===== config.mk =====
export PLATFORM = sky130hd
export DESIGN_NAME = pipe_hazard_ctrl
export DESIGN_NICKNAME = d
export VERILOG_FILES = /design/src/rtl/pipe_pkg.sv /design/src/rtl/hazard_src_cmp.sv /design/src/rtl/pipe_hazard_ctrl.sv
export SDC_FILE = /design/constraint.sdc
export NUM_CORES = 1
export LEC_CHECK = 0
export CAP_MARGIN = 20
export CORE_MARGIN = 8
export CORE_UTILIZATION = 48
export CTS_CLUSTER_DIAMETER = 150
export DETAILED_ROUTE_END_ITERATION = 8
export PLACE_DENSITY = 0.79
export SYNTH_ARGS = -nofsm -noshare
export SYNTH_HDL_FRONTEND = slang
export SYNTH_SLANG_ARGS = --single-unit

===== constraint.sdc =====
create_clock -name clock -period 2.3 [get_ports clock]
set_clock_uncertainty 0.1 [all_clocks]
set_input_delay 0.23 -clock clock [delete_from_list [all_inputs] [get_ports clock]]
set_output_delay 0.23 -clock clock [all_outputs]
set_load 0.01 [all_outputs]

===== src/rtl/pipe_pkg.sv =====
// Shared types and constants for the pipeline hazard/forwarding scheduler.
// Build option: FORWARDING_EN selects operand bypassing; when it is undefined
// every dependency is resolved by stalling.
package pipe_pkg;

    localparam int RA_W = 5;
    localparam logic [RA_W-1:0] REG_ZERO = '0;

    // Operand source select presented to the EX-stage operand muxes
    typedef enum logic [1:0] {
        FWD_RF   = 2'b00,
        FWD_EALU = 2'b01,
        FWD_MALU = 2'b10,
        FWD_MMEM = 2'b11
    } fwd_e;

    // Shadow copy of one in-flight instruction's destination info
    typedef struct packed {
        logic            v;
        logic            wreg;
        logic [RA_W-1:0] rn;
        logic            m2reg;
    } shadow_t;

    // True when the shadowed instruction will write register r (r0 never counts)
    function automatic logic writes_reg(input shadow_t s, input logic [RA_W-1:0] r);
        return s.v && s.wreg && (s.rn != REG_ZERO) && (s.rn == r);
    endfunction

endpackage


===== src/rtl/hazard_src_cmp.sv =====
// Per-operand dependency check of one ID source register against the
// instructions shadowed in EX and MEM. Build option: FORWARDING_EN.
module hazard_src_cmp
    import pipe_pkg::*;
(
    input  logic            id_valid,
    input  logic            use_src,
    input  logic [RA_W-1:0] src,
    input  shadow_t         e_stage,
    input  shadow_t         m_stage,
    output logic [1:0]      fwd,
    output logic            hazard,
    output logic            load_use
);

    logic       e_hit;
    logic       m_hit;
    logic [1:0] sel;

    assign e_hit    = id_valid && use_src && writes_reg(e_stage, src);
    assign m_hit    = id_valid && use_src && writes_reg(m_stage, src);
    assign load_use = e_hit && e_stage.m2reg;

    // Youngest producer wins; a load still in EX has no data to bypass yet
    always_comb begin
        sel = FWD_RF;
        if (e_hit) begin
            sel = e_stage.m2reg ? FWD_RF : FWD_EALU;
        end else if (m_hit) begin
            sel = m_stage.m2reg ? FWD_MMEM : FWD_MALU;
        end
    end

`ifdef FORWARDING_EN
    assign fwd    = sel;
    assign hazard = load_use;
`else
    // Without bypass paths, anything that would have needed one must wait
    assign fwd    = FWD_RF;
    assign hazard = load_use || (sel != FWD_RF);
`endif

endmodule


===== src/rtl/pipe_hazard_ctrl.sv =====
// Hazard/forwarding scheduler beside the ID stage of the 5-stage pipeline.
// Shadows EX and MEM destinations, picks operand bypass sources, inserts
// load-use stalls and bubbles flushed slots. Build option: FORWARDING_EN.
// The WB stage is not shadowed: the register file writes in the first half
// cycle, so an instruction in WB can never create a hazard.
module pipe_hazard_ctrl
    import pipe_pkg::*;
#(
    parameter int CNT_W = 16
) (
    input  logic             clock,
    input  logic             resetn,
    input  logic             id_valid,
    input  logic [RA_W-1:0]  id_rs,
    input  logic [RA_W-1:0]  id_rt,
    input  logic             id_use_rs,
    input  logic             id_use_rt,
    input  logic             id_wreg,
    input  logic [RA_W-1:0]  id_rn,
    input  logic             id_m2reg,
    input  logic             ex_flush,
    output logic             stall,
    output logic             bubble,
    output logic [1:0]       fwd_a,
    output logic [1:0]       fwd_b,
    output logic             exe_load,
    output logic [CNT_W-1:0] stall_cnt,
    output logic [CNT_W-1:0] flush_cnt
);

    shadow_t          e_q, e_d, m_q;
    logic             haz_a, haz_b;
    logic             lu_a, lu_b;
    logic [CNT_W-1:0] stall_cnt_q, stall_cnt_d;
    logic [CNT_W-1:0] flush_cnt_q, flush_cnt_d;

    function automatic logic [CNT_W-1:0] sat_inc(input logic [CNT_W-1:0] c);
        return (&c) ? c : c + 1'b1;
    endfunction

    hazard_src_cmp u_cmp_a (
        .id_valid (id_valid),
        .use_src  (id_use_rs),
        .src      (id_rs),
        .e_stage  (e_q),
        .m_stage  (m_q),
        .fwd      (fwd_a),
        .hazard   (haz_a),
        .load_use (lu_a)
    );

    hazard_src_cmp u_cmp_b (
        .id_valid (id_valid),
        .use_src  (id_use_rt),
        .src      (id_rt),
        .e_stage  (e_q),
        .m_stage  (m_q),
        .fwd      (fwd_b),
        .hazard   (haz_b),
        .load_use (lu_b)
    );

    // A flush kills the ID slot, so it overrides any stall request
    assign exe_load = lu_a || lu_b;
    assign stall    = (haz_a || haz_b) && !ex_flush;
    assign bubble   = stall || ex_flush;

    // Only a live instruction that actually leaves ID enters the EX shadow
    always_comb begin
        e_d = '0;
        if (id_valid && !bubble) begin
            e_d = '{v: 1'b1, wreg: id_wreg, rn: id_rn, m2reg: id_m2reg};
        end
    end

    // Shadow pipeline advances every cycle; bubbles enter as invalid slots
    always_ff @(posedge clock or negedge resetn) begin
        if (!resetn) begin
            e_q <= '0;
            m_q <= '0;
        end else begin
            e_q <= e_d;
            m_q <= e_q;
        end
    end

    // Next values of the saturating performance counters
    always_comb begin
        stall_cnt_d = stall ? sat_inc(stall_cnt_q) : stall_cnt_q;
        flush_cnt_d = (ex_flush && id_valid) ? sat_inc(flush_cnt_q) : flush_cnt_q;
    end

    // Performance counter registers
    always_ff @(posedge clock or negedge resetn) begin
        if (!resetn) begin
            stall_cnt_q <= '0;
            flush_cnt_q <= '0;
        end else begin
            stall_cnt_q <= stall_cnt_d;
            flush_cnt_q <= flush_cnt_d;
        end
    end

    assign stall_cnt = stall_cnt_q;
    assign flush_cnt = flush_cnt_q;

endmodule

==> results.sh <==
export IMPL_run_status="finished with violations"
export IMPL_violations="negative setup slack"
export IMPL_layout_common_cells="52 x clkdlybuf4s50_1, 46 x dfrtp_1, 28 x xor2_1"
export IMPL_min_path_cells=0
export IMPL_dieArea_um2=7262
export IMPL_place_hpwl_mm=3.858
export IMPL_io_pins=62
export IMPL_hp_start="e_q[6]"
export IMPL_routed_via_density=5.175
export IMPL_grt_max_degree=48
export IMPL_clk_latency_ns=0.29
export IMPL_syn_avg_cell_area_um2=11.11
export IMPL_relSlewSlack=0.6064
export IMPL_combPwrFrac=0.178
export IMPL_gp_congestion=0.8699
export IMPL_setup_viol=2
export IMPL_netlist_area_um2=2300
export IMPL_critPathSlowestCell="or4_4"
export IMPL_whs_ns=0.2953
export IMPL_r2r_slack_ns=0.02
export IMPL_routed_wirelength_mm=5.332
export IMPL_p_sw_uw=479.8
export IMPL_final_common_cell="clkdlybuf4s50_1"
export IMPL_grt_pass1_vias=1842
export IMPL_fp_dieH_um=85.22
export IMPL_hp_class="reg -> reg"
export IMPL_final_hold_viol_count=0
export IMPL_grtUsageTotal=0.1486
export IMPL_nNetsFinal=313
export IMPL_numCtsBuffers=5
export IMPL_h_tree_depth=2
export IMPL_worst_slack_ns=-0.06607
export IMPL_rr_worst_depth=8
export IMPL_max_stage_delay_ns=0.54
export IMPL_num_vias=1775
export IMPL_drive_gt1_frac=0.1696
export IMPL_n_antenna_cell=0
export IMPL_wl_per_cell_um=15.55
export IMPL_p_sw_frac=0.2516
export IMPL_worstPathArrival_ns=2.04
export IMPL_r2r_end="stall_cnt[14]"
export IMPL_portBuffers=57
export IMPL_antenna_found_initial=0
export IMPL_ir_drop_uv=372.9
export IMPL_placed_area_um2=3000
export IMPL_setup_worst_path_class="reg -> out"
export IMPL_clkPwrFrac=0.322
export IMPL_fin_crit_ns=2.366
export IMPL_cts_buffer_depth=2
export IMPL_yosys_warnings=0
export IMPL_dr_pass1_iters=4
export IMPL_clk_pin_slew_ns=0.08
export IMPL_start_kind="flop"
export IMPL_seqPwrFrac=0.499
export IMPL_reg2reg_from="e_q[1]"
export IMPL_core_area_um2=4661
export IMPL_finalInstanceArea_um2=3207
export IMPL_rsz0062_at_grt="yes"
export IMPL_start_util=0.4934
export IMPL_min_period_over_period=1.029
export IMPL_ant_nets=0
export IMPL_num_rows=25
export IMPL_area_growth_pct=39.45
export IMPL_cp_cell_sequence="or4_4, o211ai_1, o22ai_4, or2_4, buf_6"
export IMPL_p_leak_nw=1.481
export IMPL_path_max_fanout=3
export IMPL_worst_ep_required_time_ns=1.97
export IMPL_maxCapViolCount=0
export IMPL_synthCells=207
export IMPL_drtIter0Drc=63
export IMPL_power_density_nw_per_um2=594.8
export IMPL_cts_tree="done"
export IMPL_intPower_mw=1.428
export IMPL_grt_first_pass_wirelength_mm=8.694
export IMPL_synth_seq_area_share=0.5114
export IMPL_synth_seq_cells=47
export IMPL_fmax_mhz=422.6
export IMPL_die_w_um=85.22
export IMPL_cts_root_buf="clkbuf_8"
export IMPL_overflow=0
export IMPL_drc=0
export IMPL_ys_types=38
export IMPL_worstMarginPinSlew_ns=0.5903
export IMPL_holdPathEnd="m_q[6]"
export IMPL_end_kind="output port"
export IMPL_cts_sink_count=47
export IMPL_maxSlewViolCount=0
[registers in the layout, summed over array words and instances, names as in the netlist]
| register | flops |
|---|---|
| m_q | 7 |
| stall_cnt | 16 |
| e_q | 8 |
| flush_cnt | 16 |
[synthesized netlist by cell type]
cell type | instances | area share
xnor2_1 | 18 | 0.069
nor3b_4 | 1 | 0.0082
nor3_1 | 2 | 0.0044
o21ai_2 | 1 | 0.0038
o22ai_4 | 1 | 0.0087
nor2_2 | 2 | 0.0054
o211ai_2 | 1 | 0.0054
o21a_1 | 1 | 0.0033
nand2b_1 | 1 | 0.0027
xor2_1 | 29 | 0.11
o211ai_1 | 1 | 0.0033
a22oi_1 | 2 | 0.0065
mux2_1 | 1 | 0.0049
dfrtp_1 | 47 | 0.51
and3_1 | 9 | 0.024
nor2_1 | 14 | 0.023
clkbuf_1 | 1 | 0.0016
nor3_2 | 1 | 0.0044
nand4b_1 | 2 | 0.0076
or4_4 | 1 | 0.0049
nand2_1 | 15 | 0.024
mux2_2 | 2 | 0.0098
ha_1 | 2 | 0.011
conb_1 | 1 | 0.0016
or2_2 | 1 | 0.0027
nand3_1 | 15 | 0.033
o21bai_4 | 1 | 0.0082
nand3b_1 | 1 | 0.0033
nor3b_1 | 1 | 0.0033
or4_1 | 2 | 0.0065
nor2b_1 | 1 | 0.0027
nor4_1 | 5 | 0.014
inv_1 | 1 | 0.0016
o21ai_0 | 1 | 0.0022
nand4_1 | 9 | 0.024
and2_1 | 7 | 0.019
buf_4 | 5 | 0.016
a41oi_1 | 1 | 0.0038
[how the worst max path moves through the flow]
stage               startpoint     end  cells after the start
floorplan               m_q[1]  bubble                      5
global placement      id_rt[4]   stall                      7
detailed placement    id_rt[2]   stall                      7
CTS                     e_q[3]   stall                      8
global route            m_q[4]  bubble                      5
finish                  m_q[4]  bubble                      5
[stage by stage]
step	power, mW	setup TNS, ns	cells	util	worst slack, ns
3_3_place_gp	1.288	-2.744	328	0.6438	-0.3540
3_5_place_dp	1.298	-3.038	328	0.6438	-0.3575
4_1_cts	1.922	-0.2792	340	0.6776	-0.1226
5_1_grt	2.010	-0.4100	343	0.6881	-0.1581
2_1_floorplan	1.097	0	210	-	0.1994
6_report	1.907	-0.07572	343	0.6881	-0.06607
[what timing repair did]
item,in CTS,in global routing
setup endpoints to repair,4,11
resized for setup,17,6
pin swaps,5,9
hold buffers,1,0
hold endpoints to repair,47,0
buffers inserted,3,3
[area by class of cell]
type / count / area (µm²)
well taps: 54 / 67.56
repair buffers: 77 / 719.4
fillers: 366 / 1454
clock buffers: 6 / 82.58
inverters: 1 / 3.754
multi-input cells: 156 / 1121
clock inverters: 2 / 35.03
flip-flops and latches: 47 / 1177
[worst max-delay path, delay by kind of cell, from the launching register on]
kind	cells	cell delay (ns)
buf+inv	1	0.12
compound gates	2	0.46
simple gates	2	0.79
flops	1	0.39
[layer usage]
metal	vias up	global-route usage	wire length (µm)
met4	0	0.03560	41
met2	42	0.2472	2609
met1	860	0.1760	2375
met5	-	0	0
met3	4	0.05598	305
li1	869	-	-
[power by group through the flow]
stage | Clock, mW | Combinational, mW | Sequential (mW)
after CTS | 0.631 | 0.338 | 0.953
after floorplan | 0 | 0.116 | 0.981
after detailed placement | 0 | 0.328 | 0.969
after global placement | 0 | 0.319 | 0.969
final | 0.614 | 0.340 | 0.952
after global routing | 0.671 | 0.371 | 0.967
[kinds of logic (layout without fill, tap and decap cells)]
kind of cell	count (synthesis)	count (layout)	synth area share
XOR/XNOR	47	47	0.1790
buffers and inverters	7	86	0.01959
AO/OA/AOI/OAI	10	10	0.04516
flip-flops	47	47	0.5114
AND/OR/NAND/NOR	90	90	0.2176
multiplexers	3	3	0.01469
adder cells (fa/ha/maj)	2	2	0.01088
other	1	4	0.001631
Power figures use the tool's default switching activity.
